File: src/rtl/dvp_frame_dma_if.sv
// AXI4 write-channel bundle (AW/W/B) for dvp_frame_dma.
// The master modport is the DMA side; the slave modport is the memory side.
interface dvp_frame_dma_if #(
    parameter int DATA_W           = 32,
    parameter int ADDR_W           = 32,
    parameter int MST_ID_W         = 5,
    parameter int TRANS_DATA_LEN_W = 8,
    parameter int TRANS_RESP_W     = 2
);
    logic [MST_ID_W-1:0]         m_awid_o;
    logic [ADDR_W-1:0]           m_awaddr_o;
    logic [TRANS_DATA_LEN_W-1:0] m_awlen_o;
    logic                        m_awvalid_o;
    logic                        m_awready_i;
    logic [DATA_W-1:0]           m_wdata_o;
    logic                        m_wlast_o;
    logic                        m_wvalid_o;
    logic                        m_wready_i;
    logic [TRANS_RESP_W-1:0]     m_bresp_i;
    logic                        m_bvalid_i;
    logic                        m_bready_o;

    modport master (
        output m_awid_o, m_awaddr_o, m_awlen_o, m_awvalid_o,
        input  m_awready_i,
        output m_wdata_o, m_wlast_o, m_wvalid_o,
        input  m_wready_i,
        input  m_bresp_i, m_bvalid_i,
        output m_bready_o
    );

    modport slave (
        input  m_awid_o, m_awaddr_o, m_awlen_o, m_awvalid_o,
        output m_awready_i,
        input  m_wdata_o, m_wlast_o, m_wvalid_o,
        output m_wready_i,
        output m_bresp_i, m_bvalid_i,
        input  m_bready_o
    );
endinterface

File: src/rtl/dvp_frame_dma.sv
// DVP RX frame DMA: splits each frame into fixed-length AXI4 INCR bursts,
// one outstanding at a time, and tracks write responses.
// Optional frame cycle counter enabled by macro DVP_FRAME_DMA_PERF_EN.
module dvp_frame_dma #(
    parameter int DATA_W           = 32,
    parameter int ADDR_W           = 32,
    parameter int MST_ID_W         = 5,
    parameter int MST_ID           = 0,
    parameter int TRANS_DATA_LEN_W = 8,
    parameter int TRANS_RESP_W     = 2,
    parameter int BURST_LEN        = 16,
    parameter int FRAME_WORDS      = 9600
) (
    input  logic                clk,
    input  logic                rst_n,
    input  logic [31:0]         dvp_stat_i,
    input  logic [ADDR_W-1:0]   pxl_mem_base_i,
    input  logic                frm_start_i,
    input  logic [DATA_W-1:0]   pxl_data_i,
    input  logic                pxl_vld_i,
    output logic                pxl_rdy_o,
    dvp_frame_dma_if.master     axi,
    output logic                frm_done_o,
    output logic                err_o,
    output logic [31:0]         frm_cycles_o
);
    localparam int MAX_W = (FRAME_WORDS > BURST_LEN) ? FRAME_WORDS : BURST_LEN;
    localparam int CNT_W = $clog2(MAX_W + 1) + 1;
    localparam logic [CNT_W-1:0] FRAME_C = CNT_W'(FRAME_WORDS);
    localparam logic [CNT_W-1:0] BURST_C = CNT_W'(BURST_LEN);

    localparam logic [2:0] IDLE     = 3'd0;
    localparam logic [2:0] WAIT_FRM = 3'd1;
    localparam logic [2:0] ADDR     = 3'd2;
    localparam logic [2:0] DATA     = 3'd3;
    localparam logic [2:0] RESP     = 3'd4;

    logic [2:0]                  state;
    logic [ADDR_W-1:0]           base;
    logic [ADDR_W-1:0]           awaddr;
    logic [TRANS_DATA_LEN_W-1:0] awlen;
    logic [TRANS_DATA_LEN_W-1:0] beat_cnt;
    logic [CNT_W-1:0]            word_cnt;
    logic [CNT_W-1:0]            next_cnt;
    logic [ADDR_W-1:0]           base_aligned;
    logic                        awvalid;
    logic                        bready;
    logic                        done;
    logic                        err;
    logic                        en;
    logic                        in_data;
    logic                        w_hs;
    logic                        wlast;
    logic                        unused_ok;

    // AWLEN for the burst starting at word cnt: remaining words capped at BURST_LEN
    function automatic logic [TRANS_DATA_LEN_W-1:0] len_of(input logic [CNT_W-1:0] cnt);
        logic [CNT_W-1:0] rem;
        rem = FRAME_C - cnt;
        if (rem < BURST_C)
            len_of = TRANS_DATA_LEN_W'(rem - CNT_W'(1));
        else
            len_of = TRANS_DATA_LEN_W'(BURST_C - CNT_W'(1));
    endfunction

    // Byte address of word cnt within the frame buffer
    function automatic logic [ADDR_W-1:0] addr_of(input logic [ADDR_W-1:0] b,
                                                  input logic [CNT_W-1:0] cnt);
        addr_of = b + (ADDR_W'(cnt) << 2);
    endfunction

    assign en           = dvp_stat_i[0];
    assign base_aligned = {pxl_mem_base_i[ADDR_W-1:6], 6'b0};
    assign in_data      = (state == DATA);
    assign w_hs         = in_data & pxl_vld_i & axi.m_wready_i;
    assign wlast        = in_data & (beat_cnt == awlen);
    assign next_cnt     = word_cnt + CNT_W'(awlen) + CNT_W'(1);
    assign unused_ok    = ^{dvp_stat_i[31:1], pxl_mem_base_i[5:0]};

    // Write channel is a straight pass-through of the pixel stream, gated to DATA
    assign pxl_rdy_o      = in_data & axi.m_wready_i;
    assign axi.m_wvalid_o = in_data & pxl_vld_i;
    assign axi.m_wdata_o  = in_data ? pxl_data_i : '0;
    assign axi.m_wlast_o  = wlast;

    assign axi.m_awid_o    = MST_ID_W'(MST_ID);
    assign axi.m_awaddr_o  = awaddr;
    assign axi.m_awlen_o   = awlen;
    assign axi.m_awvalid_o = awvalid;
    assign axi.m_bready_o  = bready;
    assign frm_done_o      = done;
    assign err_o           = err;

    // Burst sequencer: one AW, its W beats, then its B before the next AW
    always_ff @(posedge clk or negedge rst_n) begin
        if (!rst_n) begin
            state    <= IDLE;
            base     <= '0;
            awaddr   <= '0;
            awlen    <= '0;
            awvalid  <= 1'b0;
            beat_cnt <= '0;
            word_cnt <= '0;
            bready   <= 1'b0;
            done     <= 1'b0;
            err      <= 1'b0;
        end else begin
            done <= 1'b0;
            case (state)
                IDLE: begin
                    if (en) state <= WAIT_FRM;
                    else    err   <= 1'b0;
                end
                WAIT_FRM: begin
                    if (!en) begin
                        state <= IDLE;
                    end else if (frm_start_i) begin
                        base     <= base_aligned;
                        word_cnt <= '0;
                        awaddr   <= base_aligned;
                        awlen    <= len_of('0);
                        awvalid  <= 1'b1;
                        state    <= ADDR;
                    end
                end
                ADDR: begin
                    if (axi.m_awready_i) begin
                        awvalid  <= 1'b0;
                        beat_cnt <= '0;
                        state    <= DATA;
                    end
                end
                DATA: begin
                    if (w_hs) begin
                        beat_cnt <= beat_cnt + 1'b1;
                        if (wlast) begin
                            bready <= 1'b1;
                            state  <= RESP;
                        end
                    end
                end
                RESP: begin
                    if (axi.m_bvalid_i) begin
                        bready   <= 1'b0;
                        word_cnt <= next_cnt;
                        if (axi.m_bresp_i != '0) err <= 1'b1;
                        if (next_cnt >= FRAME_C) begin
                            done  <= 1'b1;
                            state <= en ? WAIT_FRM : IDLE;
                        end else if (en) begin
                            awaddr  <= addr_of(base, next_cnt);
                            awlen   <= len_of(next_cnt);
                            awvalid <= 1'b1;
                            state   <= ADDR;
                        end else begin
                            state <= IDLE;
                        end
                    end
                end
                default: state <= IDLE;
            endcase
        end
    end

`ifdef DVP_FRAME_DMA_PERF_EN
    logic [31:0] cyc_cnt;
    logic [31:0] cycles;
    logic        busy;

    assign busy         = (state == ADDR) || (state == DATA) || (state == RESP);
    assign frm_cycles_o = cycles;

    // Saturating busy-cycle counter, restarted by an accepted frame start
    always_ff @(posedge clk or negedge rst_n) begin
        if (!rst_n)
            cyc_cnt <= '0;
        else if (state == WAIT_FRM && en && frm_start_i)
            cyc_cnt <= '0;
        else if (busy && cyc_cnt != '1)
            cyc_cnt <= cyc_cnt + 32'd1;
    end

    // Snapshot the count as the frame-done pulse is presented
    always_ff @(posedge clk or negedge rst_n) begin
        if (!rst_n)
            cycles <= '0;
        else if (done)
            cycles <= cyc_cnt;
    end
`else
    assign frm_cycles_o = '0;
`endif

endmodule

File: src/flat_wrapper.sv
// flat-port wrapper written by rule: the top's interface ports become plain ports
module dvp_frame_dma_flat 
#(
    parameter int DATA_W           = 32,
    parameter int ADDR_W           = 32,
    parameter int MST_ID_W         = 5,
    parameter int MST_ID           = 0,
    parameter int TRANS_DATA_LEN_W = 8,
    parameter int TRANS_RESP_W     = 2,
    parameter int BURST_LEN        = 16,
    parameter int FRAME_WORDS      = 9600
)
  (clk, rst_n, dvp_stat_i, pxl_mem_base_i, frm_start_i, pxl_data_i, pxl_vld_i, pxl_rdy_o, frm_done_o, err_o, frm_cycles_o, axi_m_awid_o, axi_m_awaddr_o, axi_m_awlen_o, axi_m_awvalid_o, axi_m_awready_i, axi_m_wdata_o, axi_m_wlast_o, axi_m_wvalid_o, axi_m_wready_i, axi_m_bresp_i, axi_m_bvalid_i, axi_m_bready_o);
  dvp_frame_dma_if #(.DATA_W(DATA_W), .ADDR_W(ADDR_W), .MST_ID_W(MST_ID_W), .TRANS_DATA_LEN_W(TRANS_DATA_LEN_W), .TRANS_RESP_W(TRANS_RESP_W)) axi_i ();
  input  logic clk;
  input  logic rst_n;
  input  logic [31:0] dvp_stat_i;
  input  logic [ADDR_W-1:0] pxl_mem_base_i;
  input  logic frm_start_i;
  input  logic [DATA_W-1:0] pxl_data_i;
  input  logic pxl_vld_i;
  output logic pxl_rdy_o;
  output logic frm_done_o;
  output logic err_o;
  output logic [31:0] frm_cycles_o;
  output wire logic [$bits(axi_i.m_awid_o)-1:0] axi_m_awid_o;
  output wire logic [$bits(axi_i.m_awaddr_o)-1:0] axi_m_awaddr_o;
  output wire logic [$bits(axi_i.m_awlen_o)-1:0] axi_m_awlen_o;
  output wire logic [$bits(axi_i.m_awvalid_o)-1:0] axi_m_awvalid_o;
  input wire logic [$bits(axi_i.m_awready_i)-1:0] axi_m_awready_i;
  output wire logic [$bits(axi_i.m_wdata_o)-1:0] axi_m_wdata_o;
  output wire logic [$bits(axi_i.m_wlast_o)-1:0] axi_m_wlast_o;
  output wire logic [$bits(axi_i.m_wvalid_o)-1:0] axi_m_wvalid_o;
  input wire logic [$bits(axi_i.m_wready_i)-1:0] axi_m_wready_i;
  input wire logic [$bits(axi_i.m_bresp_i)-1:0] axi_m_bresp_i;
  input wire logic [$bits(axi_i.m_bvalid_i)-1:0] axi_m_bvalid_i;
  output wire logic [$bits(axi_i.m_bready_o)-1:0] axi_m_bready_o;
  assign axi_m_awid_o = axi_i.m_awid_o;
  assign axi_m_awaddr_o = axi_i.m_awaddr_o;
  assign axi_m_awlen_o = axi_i.m_awlen_o;
  assign axi_m_awvalid_o = axi_i.m_awvalid_o;
  assign axi_i.m_awready_i = axi_m_awready_i;
  assign axi_m_wdata_o = axi_i.m_wdata_o;
  assign axi_m_wlast_o = axi_i.m_wlast_o;
  assign axi_m_wvalid_o = axi_i.m_wvalid_o;
  assign axi_i.m_wready_i = axi_m_wready_i;
  assign axi_i.m_bresp_i = axi_m_bresp_i;
  assign axi_i.m_bvalid_i = axi_m_bvalid_i;
  assign axi_m_bready_o = axi_i.m_bready_o;
  dvp_frame_dma #(.DATA_W(DATA_W), .ADDR_W(ADDR_W), .MST_ID_W(MST_ID_W), .MST_ID(MST_ID), .TRANS_DATA_LEN_W(TRANS_DATA_LEN_W), .TRANS_RESP_W(TRANS_RESP_W), .BURST_LEN(BURST_LEN), .FRAME_WORDS(FRAME_WORDS)) u_core (.clk(clk), .rst_n(rst_n), .dvp_stat_i(dvp_stat_i), .pxl_mem_base_i(pxl_mem_base_i), .frm_start_i(frm_start_i), .pxl_data_i(pxl_data_i), .pxl_vld_i(pxl_vld_i), .pxl_rdy_o(pxl_rdy_o), .axi(axi_i), .frm_done_o(frm_done_o), .err_o(err_o), .frm_cycles_o(frm_cycles_o));
endmodule
File: config.mk
export PLATFORM = sky130hd
export DESIGN_NAME = dvp_frame_dma_flat
export DESIGN_NICKNAME = d
export VERILOG_FILES = /design/src/rtl/dvp_frame_dma_if.sv /design/src/rtl/dvp_frame_dma.sv /design/src/flat_wrapper.sv
export SDC_FILE = /design/constraint.sdc
export NUM_CORES = 1
export LEC_CHECK = 0
export BUFFER_PORTS_ARGS = -buffer_cell sky130_fd_sc_hd__buf_2
export CAP_MARGIN = 20
export CORE_MARGIN = 5
export CORE_UTILIZATION = 45
export DETAILED_ROUTE_END_ITERATION = 8
export GPL_TIMING_DRIVEN = 0
export PLACE_DENSITY = 0.79
export SKIP_CTS_REPAIR_TIMING = 1
export SLEW_MARGIN = 20
export SYNTH_ARGS = -nofsm -noshare
export SYNTH_HDL_FRONTEND = slang
export SYNTH_SLANG_ARGS = --single-unit
File: constraint.sdc
create_clock -name clk -period 7.6 [get_ports clk]
set_clock_uncertainty 0.2 [all_clocks]
set_input_delay 0.76 -clock clk [delete_from_list [all_inputs] [get_ports clk]]
set_output_delay 0.76 -clock clk [all_outputs]
set_load 0.05 [all_outputs]
# After elaboration in Yosys (flattened, before gate mapping)
# Cells that the tools add are included.
# word_totals
regBits	96
word_cells	104
input_bits	105
output_inout_bits	116
# op_classes
bitwise	4
reduce_logical	15
eq_ne	17
addsub	6
muxes	50
n_lt_le_gt_ge	2
# op_table
cell	count
32-bit 2-to-1 mux	6
8-bit 2-to-1 mux	8
32-bit case mux with 2 select lines	1
15-bit 2-to-1 mux	3
32-bit by 17-bit adder with 32-bit output	1
8-bit case mux with 2 select lines	2
15-bit case mux with 2 select lines	1
3-bit 2-to-1 mux	8
2-bit inequality test (second input constant)	10
1-bit 2-to-1 mux	16
15-bit by 1-bit adder with 15-bit output (second input constant)	1
15-bit by 8-bit adder with 15-bit output	1
15-bit by 14-bit greater-or-equal comparator with 1-bit output (second input constant)	1
15-bit by 5-bit < comparator with 1-bit output (second input constant)	1
3-bit case mux with 5 select lines	1
14-bit by 15-bit subtractor with 15-bit output (first input constant)	1
4-bit AND reduction	3
6-bit AND reduction	2
2-bit nonzero test	5
8-bit by 1-bit adder with 8-bit output (second input constant)	1
8-bit == test	1
8-bit by 1-bit subtractor with 8-bit output (second input constant)	1
7-bit AND reduction	1
3-bit by 2-bit == test with 1-bit output (second input constant)	2
other kinds (11)	16

# Depth between registers and ports, before layout
# Gate-level depths: netlist of run 1.
# logic_depth
ltp_word	9
mapped_depth	20
depth_no_buf	19

# Least setup slack after synthesis of run 1
# Ideal clock, no wire load.
# synth_timing
path_type	reg2reg
startpoint	register u_core.awlen[0] (netlist: u_core.axi.m_awlen_o[0])
endpoint	register u_core.awaddr[18] (netlist: u_core.axi.m_awaddr_o[18])
t_arrival_ps	4594
slack_ps	2679
t_required_ps	7273
synth_period_minus_slack_ps	4921
stages_incl_launch_ff	21
cell_sequence	dfrtp_1 -> inv_1 -> ha_1 -> inv_1 -> fa_1 -> a21o_1 -> a21oi_1 -> xor2_1 -> inv_2 -> ha_1 -> fa_1 -> a21o_1 -> a21o_1 -> a21o_1 -> a41oi_1 -> o21ai_1 -> a221oi_1 -> buf_2 -> or3_1 -> a31oi_1 -> mux2_1
# synth_between
elab_chain_len	7
word_cells_on_any_way	10
classes_between	3 x add/sub; 1 x order compare; 1 x eq/ne; 4 x mux; 1 x reduce/logical
# synth_rtl
item	line_no	source
from (decl)	dvp_frame_dma.sv:41	logic [TRANS_DATA_LEN_W-1:0] awlen;
from (signal assigned)	dvp_frame_dma.sv:121	awlen <= len_of('0);
from (signal assigned)	dvp_frame_dma.sv:152	awlen <= len_of(next_cnt);
15-bit by 8-bit adder with 15-bit output *	dvp_frame_dma.sv:77	assign next_cnt = word_cnt + CNT_W'(awlen) + CNT_W'(1);
15-bit by 1-bit adder with 15-bit output *	dvp_frame_dma.sv:77	
32-bit by 17-bit adder with 32-bit output	dvp_frame_dma.sv:69	addr_of = b + (ADDR_W'(cnt) << 2);
32-bit 2-to-1 mux	dvp_frame_dma.sv:150	end else if (en) begin
32-bit 2-to-1 mux	dvp_frame_dma.sv:147	if (next_cnt >= FRAME_C) begin
32-bit 2-to-1 mux	dvp_frame_dma.sv:143	if (axi.m_bvalid_i) begin
32-bit case mux with 2 select lines	dvp_frame_dma.sv:109	case (state)
to (signal assigned)	dvp_frame_dma.sv:120	awaddr <= base_aligned;
to (signal assigned)	dvp_frame_dma.sv:151	awaddr <= addr_of(base, next_cnt);
to (decl)	dvp_frame_dma.sv:40	logic [ADDR_W-1:0] awaddr;
# Every way passes the cells marked *; elsewhere a longest branch is shown, timed or not. The select of a mux whose other input is x is not followed.
# A chain may end at the register's enable or synchronous reset.

# Worst setup path after layout of run 1
# Ends and elaborated chain as after synthesis.

==> flow_metrics.env, run 1 <==
export IMPL_status="finished, final reports clean"
export IMPL_clockBufferDepth=2
export IMPL_grt_pass1_vias=5315
export IMPL_max_cap_violations=0
export IMPL_rsz0062_at_grt="no"
export IMPL_p_sw_w=0.001413
export IMPL_dieArea_um2=16540
export IMPL_final_setup_tns_ps=0
export IMPL_rr_worst_depth=20
export IMPL_gr_usage_all_layers=0.2070
export IMPL_drtIter0Drc=265
export IMPL_cp_end_kind="register"
export IMPL_final_cells=1047
export IMPL_relSlewSlack=0.3683
export IMPL_nets=989
export IMPL_fin_crit_sh=0.7192
export IMPL_hold_viol=0
export IMPL_ant_nets=0
export IMPL_maxSlewViolCount=0
export IMPL_fp_row_count=43
export IMPL_cts_tree="done"
export IMPL_die_w_um=128.6
export IMPL_core_area_um2=13830
export IMPL_syn_inst=668
export IMPL_drive_gt1_frac=0.2976
export IMPL_dp_hpwl_um=12970
export IMPL_ys_warn_count=0
export IMPL_yosysSeqAreaShare=0.3715
export IMPL_area_delta_synth_final_pct=22.47
export IMPL_final_util=0.5609
export IMPL_synth_top_area_share=0.3715
export IMPL_final_cell_mix="buf_2, dfrtp_1, nand2_1"
export IMPL_grt_overflow=0
export IMPL_p_leak_nw=3.807
export IMPL_synth_top_cell_by_area="dfrtp_1"
export IMPL_pwr_share_clk=0.159
export IMPL_syn_area_per_cell_um2=9.480
export IMPL_portBuffers=144
export IMPL_synth_edff_count=0
export IMPL_ys_flop_type="dfrtp_1"
export IMPL_grt_max_degree=61
export IMPL_seq_power_share=0.275
export IMPL_grt_pass1_wl_um=27320
export IMPL_ioPinCount=221
export IMPL_max_slew_worst_pin_slew_ps=932.8
export IMPL_powerDensity_nw_per_um2=374.6
export IMPL_setup_viol_count_final=0
export IMPL_routed_wl_um=16840
export IMPL_route_detailed_drc=0
export IMPL_hold_class="in -> async"
export IMPL_switching_share=0.4865
export IMPL_clkLatencyLatePin_ps=350
export IMPL_n_antenna_cell=0
export IMPL_place_congestion=0.9118
export IMPL_htreeDepth=3
export IMPL_clk_pin_slew_ps=60
export IMPL_vdd_drop_max_v=0.0002282
export IMPL_grt_antenna_before_repair=0
export IMPL_setup_worst_path_start_class="register"
export IMPL_num_vias=5442
export IMPL_wl_per_cell_um=16.08
export IMPL_cp_data_required_time_ps=7630
export IMPL_dr_pass1_iters=5
export IMPL_placed_area_um2=7455
export IMPL_critical_path_class="reg -> reg"
export IMPL_synth_area_leaders="dfrtp_1, mux2_2, buf_4"
export IMPL_internal_power_w=0.001492
export IMPL_cts_buffers=9
export IMPL_arrival_ps=5500
export IMPL_clockRootBuffer="clkbuf_16"
export IMPL_final_common_cell="buf_2"
export IMPL_max_freq_ghz=0.1829
export IMPL_layout_min_cycle_time_ps=5466
export IMPL_path_max_fanout=10
export IMPL_p_comb_frac=0.566
export IMPL_ys_ff_latch=94
export IMPL_clock_sinks=94
export IMPL_async_flop_share=1.000
export IMPL_final_area_um2=7755
export IMPL_initial_core_util=0.4580
export IMPL_synthesis_area_um2=6332
export IMPL_dp_cells=1031
export IMPL_netlist_cell_type_count=68
export IMPL_avgViaCountPerCell=5.198
export IMPL_die_y_um=128.6
routing by layer:
layer / track usage / up-vias / part of all wire
met5: 0 / - / 0
li1: - / 2678 / -
met3: 0.04691 / 23 / 0.059
met1: 0.2675 / 2577 / 0.42
met2: 0.3475 / 164 / 0.50
met4: 0.06300 / 0 / 0.019
state kept, by name, summed over array words and instances, names as in the netlist:
name,count
u_core.axi.m_awvalid_o,1
u_core.word_cnt,15
u_core.axi.m_awlen_o,8
u_core.state,3
u_core.err_o,1
u_core.base,26
u_core.frm_done_o,1
u_core.axi.m_bready_o,1
u_core.axi.m_awaddr_o,30
u_core.beat_cnt,8
metrics by stage:
stage | hold slack [ps] | power (W) | setup slack, ps
floorplan | 252.6 | 0.002078 | 2679
global placement | 264.2 | 0.002400 | 2213
detailed placement | 269.4 | 0.002439 | 2159
CTS | 94.73 | 0.002915 | 2120
global route | 106.1 | 0.003098 | 1754
finish | 95.02 | 0.002905 | 2134
kinds of logic after synthesis:
group / synth area share
fa+ha+maj: 0.04742
xor+xnor: 0.07054
compound gates: 0.1340
buf+inv: 0.08318
flops: 0.3715
mux: 0.1186
other cells: 0.0005922
simple gates: 0.1743
path summary, 6_finish.rpt:
| check | from | to | slack, ps |
|---|---|---|---|
| worst min-delay path | rst_n | u_core.beat_cnt[3] | 100 |
| min in group clk | u_core.axi.m_awaddr_o[7] | u_core.axi.m_awaddr_o[7] | 280 |
| worst max-delay path | u_core.axi.m_awlen_o[0] | u_core.axi.m_awaddr_o[18] | 2130 |
| worst max register to register | u_core.axi.m_awlen_o[0] | u_core.axi.m_awaddr_o[18] | 2130 |
| worst min register to register | u_core.axi.m_awaddr_o[7] | u_core.axi.m_awaddr_o[7] | 280 |
| max in group asynchronous | rst_n | u_core.base[19] | 6500 |
power groups by stage:
stage	logic, W	registers, W	clock network, W
finish	0.00164	0.000799	0.000463
global route	0.00178	0.000822	0.000494
CTS	0.00164	0.000798	0.000474
detailed placement	0.00164	0.000803	0
global placement	0.00160	0.000796	0
floorplan	0.00100	0.00108	0
cell usage after synthesis (7+ instances only):
cell / n
inv_1: 23
ha_1: 20
o31ai_1: 8
o21ai_0: 42
and2_1: 39
a21o_1: 9
mux2_2: 43
and3_1: 12
nor3_1: 7
mux2_1: 21
clkbuf_1: 20
xor2_1: 31
a21oi_1: 14
nand3_1: 17
nor2_1: 36
a31oi_1: 12
nand4_1: 11
nand2_1: 58
dfrtp_1: 94
xnor2_1: 20
buf_4: 40
critical path: stages (launching register included):
cell      delay, ps
dfrtp_1         430
inv_1            80
ha_1            150
inv_1            50
fa_1            420
a21o_1          200
a21oi_1         180
xor2_1          390
inv_2           150
ha_1            240
fa_1            410
a21o_1          180
a21o_1          200
a21o_1          230
a41oi_1         200
o21ai_1         140
a221oi_1        630
buf_2           330
or3_1           130
a31oi_1          80
mux2_1          320
final cells by class:
type / count / area, um^2
fill: 1282 / 6072
multi-input combinational: 520 / 3596
sequential: 94 / 2352
timing repair buffer: 145 / 754.5
buffer: 68 / 436.7
clock buffer: 11 / 242.7
tap: 180 / 225.2
inverter: 24 / 90.09
clock inverter: 5 / 57.56
Note: power is estimated with default switching activity, not from simulation.
==> inputs of run 2 (changes only) <==
- ABC_AREA: unset -> 1
- PLACE_DENSITY: 0.79 -> 0.81
- clock period: 7.6 -> 4.5 ns (I/O delays scaled with it)
==> run 2 against run 1 <==
Against the previous run: power up 60%; design area is 6.3% higher; sequential cell count unchanged; final cell count increased by 35%; clock power increased by 58%; die area is 7.2% higher; synthesized area increased by 7.8%; synthesized cell count up 53%; critical path type unchanged; highest routed layer unchanged.
==> flow_metrics.env, run 2 <==
export IMPL_n_antenna_cell=0
export IMPL_critPathBufInv=2
export IMPL_cp_end_kind="register"
export IMPL_grt_pass1_wl_um=31830
export IMPL_dr_pass1_iters=5
export IMPL_clk_pin_slew_ps=70
export IMPL_gr_usage_all_layers=0.2200
export IMPL_vdd_drop_max_v=0.0004367
export IMPL_dieArea_um2=17730
export IMPL_grt_antenna_before_repair=0
export IMPL_place_congestion=0.9393
export IMPL_ioPinCount=221
export IMPL_synth_area_leaders="dfrtp_1, nand2_1, inv_1"
export IMPL_max_cap_violations=0
export IMPL_num_vias=6950
export IMPL_critPathMostFrequentCell="nand2_1"
export IMPL_wl_per_cell_um=14.00
export IMPL_avgViaCountPerCell=4.926
export IMPL_die_w_um=133.2
export IMPL_synthesis_area_um2=6827
export IMPL_grt_overflow=0
export IMPL_final_setup_tns_ps=0
export IMPL_clockRootBuffer="clkbuf_16"
export IMPL_setup_worst_path_start_class="register"
export IMPL_crit_family="simple AND/OR/NAND/NOR gates"
export IMPL_status="finished, final reports clean"
export IMPL_cp_slowest_cell="dfrtp_1"
export IMPL_critical_path_class="reg -> reg"
export IMPL_routed_wl_um=19760
export IMPL_multiInputGateArea_um2=3571
export IMPL_final_common_cell="nand2_1"
export IMPL_grt_max_degree=53
export IMPL_die_y_um=133.2
export IMPL_drive_gt1_frac=0.1962
export IMPL_placed_area_um2=7959
export IMPL_relSlewSlack=0.4791
export IMPL_layout_min_cycle_time_ps=4243
export IMPL_final_area_um2=8245
export IMPL_ant_nets=0
export IMPL_syn_inst=1023
export IMPL_cp_data_required_time_ps=4540
export IMPL_final_cell_mix="nand2_1, inv_1, buf_2"
export IMPL_rsz0062_at_grt="no"
export IMPL_hold_class="in -> reg"
export IMPL_nets=1345
export IMPL_largest_register_ffs=30
export IMPL_cts_tree="done"
export IMPL_route_detailed_drc=0
export IMPL_maxSlewViolCount=0
export IMPL_max_slew_worst_pin_slew_ps=779.9
export IMPL_ys_warn_count=0
export IMPL_arrival_ps=4290
export IMPL_synthTopCellsByCount="nand2_1, inv_1, nor2_1"
export IMPL_powerDensity_nw_per_um2=562.6
export IMPL_dp_hpwl_um=15480
export IMPL_area_delta_synth_final_pct=20.78
export IMPL_core_area_um2=15030
export IMPL_yosysSeqAreaShare=0.3446
export IMPL_ys_ff_latch=94
export IMPL_cts_buffers=9
export IMPL_synth_edff_count=0
export IMPL_regArea_um2=2352
export IMPL_yosysMostFrequentCell="nand2_1"
export IMPL_worstPathCellList="inv_1 > ha_1 > inv_1 > fa_1 > nand3_1 > nand3_1 > xor2_1 > ha_1 > fa_1 > a21oi_1 > o21bai_1 > nand2_1 > nand2_1 > nand2_1 > nand2_1 > nand2_1 > nand2_1 > nand2_1 > nand2_1 > nand2_1 > nand2_1 > nand3_1 > nand2_1 > nand2_1"
export IMPL_syn_area_per_cell_um2=6.673
export IMPL_htreeDepth=3
export IMPL_hold_viol=0
export IMPL_path_max_fanout=5
export IMPL_netlist_cell_type_count=44
export IMPL_drtIter0Drc=418
export IMPL_grt_pass1_vias=6452
export IMPL_setup_viol_count_final=0
export IMPL_fin_crit_sh=0.9428
export IMPL_cp_slowest_stage_delay_ps=440
export IMPL_initial_core_util=0.4541
export IMPL_ys_flop_type="dfrtp_1"
export IMPL_async_flop_share=1.000
export IMPL_clock_sinks=94
export IMPL_portBuffers=144
export IMPL_synth_top_cell_by_area="dfrtp_1"
export IMPL_clkLatencyLatePin_ps=350
export IMPL_synth_top_area_share=0.3446
export IMPL_fp_row_count=45
export IMPL_clockBufferDepth=2
export IMPL_p_leak_nw=4.739
export IMPL_max_freq_ghz=0.2357
export IMPL_fillers=1425
-- run 2: stage by stage --
stage          instances    util  setup WS, ps  total power (W)  hold WS [ps]
6_report            1411  0.5485         257.2         0.004639         143.0
5_1_grt             1411  0.5485         6.282         0.004944         144.5
2_1_floorplan       1061       -         810.5         0.003259        -45.59
4_1_cts             1410  0.5478         327.6         0.004640        -178.8
3_5_place_dp        1394  0.5294         340.7         0.003904         198.9
3_3_place_gp        1393  0.5272         428.2         0.003850         252.9
-- run 2: cells by family after synthesis --
logic type | synth area share
AO/OA/AOI/OAI | 0.09439
other | 0.0005493
XOR/XNOR | 0.02163
multiplexers | 0.008247
buffers and inverters | 0.1532
AND/OR/NAND/NOR | 0.3349
flip-flops | 0.3446
adder cells (fa/ha/maj) | 0.04252
-- run 2: layer usage --
metal / wire length [um] / part of all wire / global-route usage / vias up
met2: 9305 / 0.47 / 0.3572 / 213
li1: - / - / - / 3526
met5: 0 / 0 / 0 / -
met4: 603 / 0.031 / 0.08629 / 0
met3: 1042 / 0.053 / 0.03588 / 48
met1: 8804 / 0.45 / 0.2954 / 3163
-- run 2: layout make-up --
type | instances | area share
Buffer | 65 | 0.05326
Clock buffer | 10 | 0.02898
Clock inverter | 6 | 0.004552
Inverter | 161 | 0.07360
Multi-Input combinational cell | 741 | 0.4331
Sequential cell | 94 | 0.2853
Tap cell | 188 | 0.02853
Timing Repair Buffer | 146 | 0.09272
-- run 2: final timing paths --
path / cells after the start / end / from / slack, ps
max: 24 / u_core.axi.m_awaddr_o[26] / u_core.axi.m_awlen_o[0] / 260
min: 2 / u_core.base[20] / pxl_mem_base_i[20] / 140
max reg2reg: 24 / u_core.axi.m_awaddr_o[26] / u_core.axi.m_awlen_o[0] / 260
min reg2reg: 2 / u_core.axi.m_awvalid_o / u_core.axi.m_awvalid_o / 270
max in group asynchronous: 3 / u_core.word_cnt[5] / rst_n / 3120
min in group asynchronous: 2 / u_core.axi.m_awaddr_o[21] / rst_n / 380
-- run 2: worst register-to-register path: stages (launching register included) --
cell and delay, ps:
dfrtp_1 440, inv_1 80, ha_1 150, inv_1 90, fa_1 440, nand3_1 110, nand3_1 180, xor2_1 440
ha_1 270, fa_1 220, a21oi_1 80, o21bai_1 180, nand2_1 110, nand2_1 80, nand2_1 50, nand2_1 170
nand2_1 70, nand2_1 170, nand2_1 110, nand2_1 140, nand2_1 70, nand2_1 60, nand3_1 70, nand2_1 110
nand2_1 60
-- run 2: report_power, final --
group | internal [W] | total [W] | switching, W
Sequential | 0.00112 | 0.00135 | 0.000230
Combinational | 0.000707 | 0.00256 | 0.00185
Clock | 0.000388 | 0.000730 | 0.000342
Total | 0.00222 | 0.00464 | 0.00242
==> inputs of run 3 (changes only) <==
--- a/config.mk
+++ b/config.mk
@@ -10,8 +10,8 @@
 export CAP_MARGIN = 20
 export CORE_MARGIN = 5
-export CORE_UTILIZATION = 45
+export CORE_UTILIZATION = 47
 export DETAILED_ROUTE_END_ITERATION = 8
 export GPL_TIMING_DRIVEN = 0
-export PLACE_DENSITY = 0.81
+export PLACE_DENSITY = 0.84
 export SKIP_CTS_REPAIR_TIMING = 1
 export SLEW_MARGIN = 20
==> constraint.sdc (replaced) <==
create_clock -name clk -period 4.5 [get_ports clk]
set_clock_uncertainty 0.2 [all_clocks]
set_input_delay 0.9 -clock clk [delete_from_list [all_inputs] [get_ports clk]]
set_output_delay 0.9 -clock clk [all_outputs]
set_load 0.05 [all_outputs]
==> run 3 against run 2 <==
Against the previous run: sequential share of layout area decreased by 0.095 points; clock power is 14% higher; design area grew 0.33%; global-route usage rose by 0.61 points; first-iteration DRC count grew 13%; critical path depth is the same; sequential power about the same; power grew 2.2%; largest cell class unchanged; hold slack better by 91 ps.
==> flow_metrics.env, run 3 (synthesis gave the netlist of run 2 again) <==
export IMPL_p_comb_frac=0.540
export IMPL_core_area_um2=14370
export IMPL_clkLatencyLatePin_ps=360
export IMPL_initial_core_util=0.4751
export IMPL_drtIter0Drc=472
export IMPL_relSlewSlack=0.4864
export IMPL_nets=1344
export IMPL_place_congestion=1.023
export IMPL_grt_max_degree=56
export IMPL_cp_slowest_cell="fa_1"
export IMPL_clockBufferDepth=2
export IMPL_p_leak_nw=4.744
export IMPL_cp_end_kind="register"
export IMPL_fp_row_count=44
export IMPL_clockRootBuffer="clkbuf_16"
export IMPL_setup_worst_path_start_class="register"
export IMPL_area_delta_synth_final_pct=21.19
export IMPL_grt_antenna_before_repair=0
export IMPL_die_w_um=130.5
export IMPL_ioPinCount=221
export IMPL_critical_path_class="reg -> reg"
export IMPL_layout_min_cycle_time_ps=4106
export IMPL_critPathMostFrequentCell="nand2_1"
export IMPL_largest_register_ffs=30
export IMPL_crit_start="u_core.axi.m_awlen_o[0]"
export IMPL_seq_power_share=0.284
export IMPL_p_sw_w=0.002416
export IMPL_final_common_cell="nand2_1"
export IMPL_rr_worst_depth=24
export IMPL_die_y_um=130.5
export IMPL_setup_viol_count_final=0
export IMPL_gr_usage_all_layers=0.2261
export IMPL_drive_gt1_frac=0.1951
export IMPL_route_detailed_drc=0
export IMPL_status="finished, final reports clean"
export IMPL_final_cells=1404
export IMPL_maxSlewViolCount=0
export IMPL_vdd_drop_max_v=0.0003623
export IMPL_pwr_share_clk=0.175
export IMPL_powerDensity_nw_per_um2=573.3
export IMPL_cts_buffers=9
export IMPL_reg2reg_to="u_core.axi.m_awaddr_o[22]"
export IMPL_cp_slowest_stage_delay_ps=440
export IMPL_num_vias=6998
export IMPL_hold_viol=0
export IMPL_reg2reg_from="u_core.axi.m_awlen_o[0]"
export IMPL_grt_pass1_vias=6369
export IMPL_max_slew_worst_pin_slew_ps=769.1
export IMPL_routed_wl_um=19780
export IMPL_dr_pass1_iters=7
export IMPL_avgViaCountPerCell=4.984
export IMPL_cp_endpoint="u_core.axi.m_awaddr_o[22]"
export IMPL_max_freq_ghz=0.2436
export IMPL_max_cap_violations=0
export IMPL_wl_per_cell_um=14.09
export IMPL_cts_tree="done"
export IMPL_internal_power_w=0.002327
export IMPL_dp_hpwl_um=15590
export IMPL_cp_data_required_time_ps=4600
export IMPL_ant_nets=0
export IMPL_fin_crit_sh=0.9124
export IMPL_portBuffers=144
export IMPL_arrival_ps=4210
export IMPL_grt_overflow=0
export IMPL_switching_share=0.5093
export IMPL_grt_pass1_wl_um=30730
export IMPL_final_setup_tns_ps=0
export IMPL_r2r_slack_ps=390
export IMPL_path_max_fanout=5
export IMPL_dieArea_um2=17030
export IMPL_htreeDepth=3
export IMPL_clk_pin_slew_ps=70
export IMPL_n_antenna_cell=0
export IMPL_final_cell_mix="nand2_1, inv_1, buf_2"
export IMPL_clock_sinks=94
export IMPL_rsz0062_at_grt="no"
export IMPL_worstPathCellList="inv_1 > ha_1 > inv_1 > fa_1 > nand3_1 > nand3_1 > xor2_2 > ha_1 > fa_1 > a21oi_1 > o21bai_1 > nand2_1 > nand2_1 > nand2_1 > nand2_1 > nand2_1 > nand2_1 > nand2_1 > nand2_1 > nand2_1 > nand3_1 > o21ai_0 > nand2_1 > nand2_1"
export IMPL_dp_cells=1390
export IMPL_hold_class="in -> async"
run 3: cell type report:
type / count / area [um^2]
clock inverter: 3 / 68.82
sequential: 94 / 2352
tap: 184 / 230.2
buffer: 65 / 439.2
clock buffer: 11 / 242.7
timing repair buffer: 145 / 754.5
fill: 1331 / 6096
inverter: 161 / 606.8
multi-input combinational: 741 / 3578
run 3: metal layers:
layer | GRT usage | vias up | part of all wire
li1 | - | 3515 | -
met1 | 0.3134 | 3176 | 0.42
met2 | 0.3573 | 253 | 0.48
met3 | 0.02764 | 54 | 0.065
met4 | 0.09921 | 0 | 0.036
met5 | 0 | - | 0
run 3: power groups by stage:
stage                     Sequential (W)  Clock, W  Combinational, W
after global placement           0.00134         0           0.00248
after global routing             0.00139  0.000871           0.00280
after detailed placement         0.00136         0           0.00254
final                            0.00135  0.000832           0.00256
after CTS                        0.00134  0.000838           0.00256
after floorplan                  0.00180         0           0.00146
run 3: worst min-delay path by stage:
| stage | to | slack [ps] | depth (start not counted) |
|---|---|---|---|
| floorplan | u_core.base[10] | 260 | 2 |
| global placement | u_core.axi.m_awvalid_o | 250 | 2 |
| detailed placement | u_core.axi.m_awaddr_o[11] | 260 | 2 |
| CTS | u_core.axi.m_awaddr_o[25] | 250 | 1 |
| global route | u_core.axi.m_awaddr_o[20] | 270 | 1 |
| finish | u_core.axi.m_awaddr_o[25] | 230 | 1 |
run 3: through the flow:
stage	cell area (um^2)	hold WS [ps]	utilization	power, W	setup slack (ps)
global placement	7920	253.8	0.5512	0.003829	446.1
CTS	8265	251.7	0.5752	0.004743	348.1
detailed placement	7954	259.7	0.5536	0.003899	372.9
finish	8273	233.8	0.5758	0.004743	394.2
floorplan	6969	259.4	-	0.003259	810.5
global route	8273	265.3	0.5758	0.005059	44.06
run 3: worst max-delay path, delay by kind of cell (launching register included):
kind | cells | cell delay, ps
DFF | 1 | 430
AOI/OAI and AO/OA | 3 | 370
and+or+nand+nor | 14 | 1370
adders and majority gates | 4 | 1240
buffers and inverters | 2 | 170
xor gates and xnor gates | 1 | 260
